File: src/rtl/bcd_updown_counter_n.sv
// ----------------------------------------------------------------------------
// bcd_updown_counter_n
//   Multi-digit BCD up/down counter that counts 0..MOD_MAX. Supports
//   synchronous clear, parallel load with validity checking, and wrap or
//   saturate behaviour at the limits. Stages cascade by feeding co into
//   the ci of the next stage.
//
// Parameters
//   DIGITS   : number of BCD digits (1..6)
//   MOD_MAX  : largest count value, in decimal (1..10^DIGITS-1)
//   SATURATE : 0 = wrap at the limits, 1 = hold at the limits
//
// Ports
//   clk    : rising-edge clock
//   clr    : asynchronous active-high reset
//   en     : global enable; gates loading and counting
//   ci     : count enable from the lower cascade stage
//   ud     : direction, 1 = up, 0 = down
//   sclr   : synchronous clear; acts even when en is low
//   ld     : synchronous parallel load
//   d      : BCD load value, digit 0 at bits [3:0]
//   q      : BCD count value, digit 0 at bits [3:0]
//   tc     : terminal count for the current direction (combinational)
//   co     : cascade carry/borrow into the next stage (combinational)
//   sat    : high while held at a limit in saturate mode (registered)
//   ld_err : one-cycle pulse after a rejected load (registered)
// ----------------------------------------------------------------------------
module bcd_updown_counter_n #(
   parameter int DIGITS   = 2,
   parameter int MOD_MAX  = 99,
   parameter bit SATURATE = 1'b0
) (
   input  logic                  clk,
   input  logic                  clr,
   input  logic                  en,
   input  logic                  ci,
   input  logic                  ud,
   input  logic                  sclr,
   input  logic                  ld,
   input  logic [4*DIGITS-1:0]   d,
   output logic [4*DIGITS-1:0]   q,
   output logic                  tc,
   output logic                  co,
   output logic                  sat,
   output logic                  ld_err
);

   localparam int W = 4 * DIGITS;

   // Converts a decimal constant into its packed BCD form.
   function automatic logic [W-1:0] to_bcd(input int value);
      logic [W-1:0] r;
      int           rem;
      r   = '0;
      rem = value;
      for (int unsigned i = 0; i < DIGITS; i++) begin
         r[4*i +: 4] = 4'(rem % 10);
         rem         = rem / 10;
      end
      return r;
   endfunction

   localparam logic [W-1:0] MAX_BCD = to_bcd(MOD_MAX);

   logic [W-1:0] q_inc;
   logic [W-1:0] q_dec;
   logic         carry;
   logic         borrow;
   logic         digits_ok;
   logic         load_ok;
   logic         at_limit;

   // All digit carries/borrows resolve within one cycle: a digit changes
   // only while every lower digit is rolling over.
   always_comb begin
      q_inc  = q;
      q_dec  = q;
      carry  = 1'b1;
      borrow = 1'b1;
      for (int unsigned i = 0; i < DIGITS; i++) begin
         if (carry) begin
            if (q[4*i +: 4] == 4'd9) begin
               q_inc[4*i +: 4] = 4'd0;
            end else begin
               q_inc[4*i +: 4] = q[4*i +: 4] + 4'd1;
               carry           = 1'b0;
            end
         end
         if (borrow) begin
            if (q[4*i +: 4] == 4'd0) begin
               q_dec[4*i +: 4] = 4'd9;
            end else begin
               q_dec[4*i +: 4] = q[4*i +: 4] - 4'd1;
               borrow          = 1'b0;
            end
         end
      end
   end

   always_comb begin
      digits_ok = 1'b1;
      for (int unsigned i = 0; i < DIGITS; i++) begin
         if (d[4*i +: 4] > 4'd9) digits_ok = 1'b0;
      end
   end

   // With every digit in 0..9, BCD ordering matches binary ordering, so a
   // plain unsigned compare against the BCD limit is a decimal compare.
   assign load_ok  = digits_ok && (d <= MAX_BCD);

   assign at_limit = ud ? (q == MAX_BCD) : (q == '0);
   assign tc       = at_limit;
   assign co       = tc & en & ci & ~ld & ~sclr & (SATURATE == 1'b0);

   always_ff @(posedge clk or posedge clr) begin
      if (clr) begin
         q      <= '0;
         sat    <= 1'b0;
         ld_err <= 1'b0;
      end else begin
         ld_err <= 1'b0;
         if (sclr) begin
            q   <= '0;
            sat <= 1'b0;
         end else if (en) begin
            if (ld) begin
               if (load_ok) begin
                  q   <= d;
                  sat <= 1'b0;
               end else begin
                  ld_err <= 1'b1;
               end
            end else if (ci) begin
               if (at_limit) begin
                  if (SATURATE) begin
                     sat <= 1'b1;
                  end else begin
                     q <= ud ? '0 : MAX_BCD;
                  end
               end else begin
                  q   <= ud ? q_inc : q_dec;
                  sat <= 1'b0;
               end
            end
         end
      end
   end

endmodule

File: config.mk
export PLATFORM = sky130hd
export DESIGN_NAME = bcd_updown_counter_n
export DESIGN_NICKNAME = d
export VERILOG_FILES = /design/src/rtl/bcd_updown_counter_n.sv
export SDC_FILE = /design/constraint.sdc
export NUM_CORES = 1
export LEC_CHECK = 0
export CAP_MARGIN = 20
export CORE_MARGIN = 2
export CORE_UTILIZATION = 30
export CTS_CLUSTER_DIAMETER = 50
export DETAILED_ROUTE_END_ITERATION = 16
export PLACE_DENSITY = 0.59
export SLEW_MARGIN = 20
export SYNTH_ARGS = -nofsm -noshare
export SYNTH_HDL_FRONTEND = slang
export SYNTH_SLANG_ARGS = --single-unit
File: constraint.sdc
create_clock -name clk -period 4.3 [get_ports clk]
set_input_delay 0.86 -clock clk [delete_from_list [all_inputs] [get_ports clk]]
set_output_delay 0.86 -clock clk [all_outputs]
set_load 0.02 [all_outputs]
==> metrics.cfg, run 1 <==
[clocking]
cts_tree = yes
cts_repair_resize_count = 0
htree_num_levels = 1
numCtsBuffers = 3
clk_latency_ns = 0.26
ctsHoldBuffers = 0
postCtsSetupRepairBufs = 0
path_clk_slew_ns = 0.06
cts_root_buffer = clkbuf_4
cts_buffer_depth = 2
clock-sinks = 9

[die]
die_h_um = 59.9
row_count = 20
initial_core_util = 0.313
die_area_mm2 = 0.00359
num_io_pins = 27
core-area_mm2 = 0.00300
fp.dieW_um = 59.9

[pwr]
power_uw = 261
max-vdd-ir-drop_uv = 120
leakage_nw = 0.452
power.density_mw_per_mm2 = 216

[setup_path]
critPathArrivalTime_ns = 2.89
end_kind = output pin
cp_cell_sequence = clkdlybuf4s50_1 > or4_4 > nor4_2 > o21a_1 > and3_1 > clkdlybuf4s50_1
path_class = input port to output pin
cpMaxStageDelayCell = clkdlybuf4s50_1
cpPeakStageDelay_ns = 0.60
startpoint_type = input port
crit_path_frequent_cell = clkdlybuf4s50_1
crit_required_ns = 3.44
cp_max_fo = 3

[min_path]
hp-class = flop to flop

[routing]
drtAntennaViolNets = 0
first_pass_iters = 4
drt_iter0_drc = 56
routed_wl_um = 2540
routedWlPerCell_um = 14.4
vias = 1009
drc_errors = 0
viasPerCell = 5.73

[timing]
fin_worst_skew_ns = 0.00228
hold_viol = 0
slew_violations = 0
rsz0062_at_grt = no
tns_ns = 0
worstMarginPinSlew_ns = 0.528
fin_crit_ns = 3.75
fin_crit_sh = 0.872
setup_viol = 0
relSlewSlack = 0.648
fmax_mhz = 267

[outcome]
status = finished clean

[placed_design]
port_buffers = 25
dp_hpwl_um = 1900
finalWeightedCongestion = 0.814

[logic_synthesis]
synth-edff-count = 0
synth_area_leaders = dfrtp_1, o21ai_0, a21oi_1, o32ai_1, buf_2
synth.distinct_cells = 49
yosysWarnings = 0
yosysSeqAreaShare = 0.240
syn_area_per_cell_um2 = 7.63
synth-async-reset-ratio = 1.00
synthesis.nets = 138
synth_area_leader_cell = dfrtp_1
synth_ff_type = dfrtp_1
syn_area_um2 = 938
ys_ff_latch = 9
synth_cells = 123
synth_top_cell_area_share = 0.240

[final_layout]
drive_gt1_frac = 0.0909
antennaDiodeCount = 0
area_growth_pct = 28.7
fin_nets = 159

[global_route]
grt_antenna_before_repair = 0
grt_pass1_vias = 898
grt_pass1_wl_um = 4230
grt_usage = 0.156
grt_max_degree = 22
grt_overflow_total = 0

[run]
maxCapViolCount = 0

==> per-stage QoR <==
stage / setup slack (ns) / area (µm²) / hold slack (ns) / utilization / std cells
final: 0.551 / 1210 / 0.668 / 0.402 / 176
after global routing: 0.425 / 1210 / 0.740 / 0.402 / 176
after CTS: 0.540 / 1210 / 0.667 / 0.402 / 176
after detailed placement: 0.545 / 1180 / 0.659 / 0.393 / 172
after global placement: 0.603 / 1180 / 0.661 / 0.393 / 172
after floorplan: 1.38 / 938 / 0.688 / - / 123
==> final cells by class <==
type                    instances  area [µm²]
flip-flops and latches          9         225
fillers                       322        1800
well taps                      33        41.3
repair buffers                 27         265
inverters                       8        30.0
multi-input cells              95         619
clock buffers                   4        26.3
==> worst max-delay path: cells and delay by family <==
kind,cells,cell delay [ns]
AO/OA/AOI/OAI,1,0.15
AND/OR/NAND/NOR,3,0.85
buffers and inverters,2,1.03
==> cell families (layout without fill, tap and decap cells) <==
kind of cell | count (synthesis) | count (layout) | share of synthesized area
buffers and inverters | 19 | 39 | 0.100
AO/OA/AOI/OAI | 48 | 48 | 0.353
AND/OR/NAND/NOR | 43 | 43 | 0.275
flip-flops | 9 | 9 | 0.240
XOR/XNOR | 3 | 3 | 0.0280
other | 1 | 1 | 0.00400
==> metal layers <==
metal	up-vias	track usage	share of wire
li1	504	-	-
met1	466	0.231	0.50
met2	34	0.227	0.43
met3	5	0.0152	0.052
met4	0	0.0667	0.017
met5	-	0	0
==> state kept, by name, indices dropped and copies added, names as in the netlist <==
name / count
ld_err: 1
q: 8
==> worst paths after layout <==
path | start | to | slack, ns | cells after the start
min in group asynchronous | clr | q[6]$_DFFE_PP0P_ | 0.87 | 2
worst min-delay path | q[2]$_DFFE_PP0P_ | q[2]$_DFFE_PP0P_ | 0.67 | 2
worst max register to register | q[0]$_DFFE_PP0P_ | q[4]$_DFFE_PP0P_ | 2.59 | 4
worst max-delay path | ud | co | 0.55 | 6
worst min register to register | q[2]$_DFFE_PP0P_ | q[2]$_DFFE_PP0P_ | 0.67 | 2
max in group asynchronous | clr | q[2]$_DFFE_PP0P_ | 3.16 | 2
==> cell usage in the layout, fill, tap and decap left out, drive strengths merged, types with 3 or more instances in the layout <==
cell type / n
nor4: 3
o32ai: 4
o21ai: 12
clkdlybuf4s50: 25
nand3: 3
a21oi: 7
dfrtp: 9
and3: 5
nor2: 6
nand2b: 3
o211ai: 3
nor2b: 3
xnor2: 3
nor3: 3
nand2: 8
inv: 8
clkbuf: 4
==> synthesized netlist by cell type, types with 2 or more instances <==
master / n
nor2_1: 5
and2_1: 2
dfrtp_1: 9
o21a_1: 2
buf_2: 6
o32ai_1: 4
a21oi_1: 7
a211oi_1: 2
xnor2_1: 3
buf_4: 2
clkbuf_1: 2
o21ai_1: 4
nor4_1: 2
inv_1: 7
o22ai_1: 2
and3_1: 4
o211ai_1: 3
or2_2: 2
o31ai_1: 2
nor2b_1: 3
nand2b_1: 3
nand3b_1: 2
o2111ai_1: 2
o21ai_0: 8
nand2_1: 8
nor3_1: 2
nand3_1: 3
==> where the power goes <==
group / leakage (nW) / switching [mW] / total (mW) / internal (mW)
Sequential: 0.123 / 0.0133 / 0.102 / 0.0887
Clock: 0.0150 / 0.0319 / 0.0678 / 0.0359
Combinational: 0.314 / 0.0453 / 0.0907 / 0.0454
Total: 0.452 / 0.0905 / 0.261 / 0.170
Note: power is estimated with default switching activity, not from simulation.
==> inputs of run 2 (changes only) <==
--- a/config.mk
+++ b/config.mk
@@ -11,6 +11,7 @@
 export CTS_CLUSTER_DIAMETER = 50
 export DETAILED_ROUTE_END_ITERATION = 16
 export PLACE_DENSITY = 0.59
+export RECOVER_POWER = 50
 export SLEW_MARGIN = 20
 export SYNTH_ARGS = -nofsm -noshare
 export SYNTH_HDL_FRONTEND = slang
==> constraint.sdc (replaced) <==
create_clock -name clk -period 4.3 [get_ports clk]
set_input_delay 1.29 -clock clk [delete_from_list [all_inputs] [get_ports clk]]
set_output_delay 1.29 -clock clk [all_outputs]
set_load 0.02 [all_outputs]
==> run 2 against run 1 <==
Highest routed layer unchanged. Flip-flop and latch count unchanged. Core utilization is 0.87 points higher. Hold slack got worse by 0.0025 ns. Clock skew rose by 0.0019 ns. Critical path depth stayed put. Largest power group unchanged.
==> metrics.cfg, run 2 (synthesis gave the netlist of run 1 again) <==
[outcome]
status = finished clean

[routing]
vias = 1024  ; +1.5%
routed_wl_um = 2540  ; +0.28%
drt_iter0_drc = 24  ; -57%
drtAntennaViolNets = 0  ; unchanged
viasPerCell = 5.66  ; -1.3%
routedWlPerCell_um = 14.0  ; -2.5%
drc_errors = 0  ; unchanged
first_pass_iters = 4  ; unchanged

[global_route]
grt_pass1_vias = 914  ; +1.8%
grt.met1_usage = 0.225  ; -0.00661
grt_max_degree = 22  ; unchanged
grt_use_met2 = 0.227  ; unchanged
met3_usage = 0.0260  ; +0.0108
grt_usage = 0.158  ; +0.00223
grt_pass1_wl_um = 4240  ; +0.33%
grt_overflow_total = 0  ; unchanged
grt_antenna_before_repair = 0  ; unchanged
top_usage_layer = met2

[final_layout]
regMostFlops = q
area_growth_pct = 31.5
final_cells = 181  ; +2.8%
largest_register_ffs = 8  ; unchanged
top_regs = q (8), ld_err (1)
fin_nets = 164  ; +3.1%
final_cell_area_mm2 = 0.00123  ; +2.2%
final_common_cell = clkdlybuf4s50_1
antennaDiodeCount = 0  ; unchanged
drive_gt1_frac = 0.128  ; +0.0375
layout_common_cells = clkdlybuf4s50_1, dfrtp_1, o21ai_0, nand2_1

[timing]
worstMarginPinSlew_ns = 0.651  ; +0.122 ns
fin_worst_skew_ns = 0.00419  ; +0.00191 ns
fin_crit_ns = 4.19  ; +0.441 ns
setup_viol = 0  ; unchanged
slew_violations = 0  ; unchanged
hold_viol = 0  ; unchanged
fin_crit_sh = 0.974  ; +0.103
fmax_mhz = 239  ; -11%
relSlewSlack = 0.566  ; -0.0815
rsz0062_at_grt = no
hold_ws_ns = 0.666  ; -0.00245 ns

[setup_path]
worst-path-buf-inv = 2  ; unchanged
cpPeakStageDelay_ns = 0.54  ; -0.06 ns
end_kind = output pin
cp_cell_sequence = clkdlybuf4s50_1 > or4_4 > nor4_2 > o21a_1 > and3_1 > buf_4
reg2reg_from = q[4]$_DFFE_PP0P_
cp_max_fo = 2  ; -1
cpMaxStageDelayCell = or4_4
crit_family = simple AND/OR/NAND/NOR gates
critPathArrivalTime_ns = 2.90  ; about the same
startpoint_type = input port
path_class = input port to output pin
crit_required_ns = 3.01  ; -0.43 ns
setup.worst_path.start = ud

[min_path]
worstHoldStart = q[2]$_DFFE_PP0P_
hp-class = flop to flop

[die]
core-area_mm2 = 0.00300  ; unchanged
row_count = 20  ; unchanged
die_area_mm2 = 0.00359  ; unchanged
num_io_pins = 27  ; unchanged
fp.dieW_um = 59.9  ; unchanged
die_h_um = 59.9  ; unchanged
initial_core_util = 0.313  ; unchanged

[placed_design]
placed_cells = 177  ; +2.9%
port_buffers = 25  ; unchanged
placed_cell_area_mm2 = 0.00122  ; +3.2%
dp_hpwl_um = 1940  ; +1.8%
finalWeightedCongestion = 0.792  ; -2.6%

[clocking]
numCtsBuffers = 3  ; unchanged
cts_root_buffer = clkbuf_4
clk_latency_ns = 0.27  ; about the same
path_clk_slew_ns = 0.06  ; about the same
cts_buffer_depth = 2  ; unchanged
clock-sinks = 9  ; unchanged
cts_tree = yes
htree_num_levels = 1  ; unchanged
ctsHoldBuffers = 0  ; unchanged

[pwr]
max-vdd-ir-drop_uv = 118  ; -2.0%
leakage_nw = 0.483  ; +6.8%
power_uw = 268  ; +2.8%
power.density_mw_per_mm2 = 217  ; +0.59%

[run]
maxCapViolCount = 0  ; unchanged

## run 2: worst min-delay path, cell delays in order, from the launching register on
cell     delay [ns]
dfrtp_1        0.47
nand2_1        0.09
o31ai_1        0.06
## run 2: stage by stage
step	util	worst slack, ns	TNS (ns)
6_report	0.411	0.110	0
5_1_grt	0.411	0.0200	0
4_1_cts	0.415	0.00816	0
3_5_place_dp	0.406	-0.328	-0.582
3_3_place_gp	0.406	-0.245	-0.429
2_1_floorplan	-	0.523	0
## run 2: power by group
| group | internal (mW) | switching [mW] | total, mW |
|---|---|---|---|
| Sequential | 0.0887 | 0.0128 | 0.101 |
| Clock | 0.0360 | 0.0354 | 0.0714 |
| Combinational | 0.0476 | 0.0473 | 0.0949 |
## run 2: what timing repair did
item	4_1_cts	5_1_grt
hold endpoints to repair	0	0
endpoints found under the setup margin	2	2
pin swaps	0	1
buffers inserted	0	0
gates resized for setup	4	4
## run 2: final timing paths
path / endpoint / slack (ns) / cells after the start
max: co / 0.11 / 6
min in group asynchronous: ld_err$_DFF_PP0_ / 1.42 / 2
max reg2reg: q[6]$_DFFE_PP0P_ / 2.54 / 5
max in group asynchronous: q[4]$_DFFE_PP0P_ / 2.61 / 2
min: q[2]$_DFFE_PP0P_ / 0.67 / 2
min reg2reg: q[2]$_DFFE_PP0P_ / 0.67 / 2
## run 2: routing by layer
metal  wire (µm)  vias up
li1            -      511
met1        1250      481
met2        1100       27
met3         144        5
met4          48        0
met5           0        -
## run 2: area by class of cell
class	count	area, µm²
multi-input combinational	95	619
clock buffer	4	26.3
tap	33	41.3
inverter	8	30.0
fill	337	1770
timing repair buffer	32	292
sequential	9	225
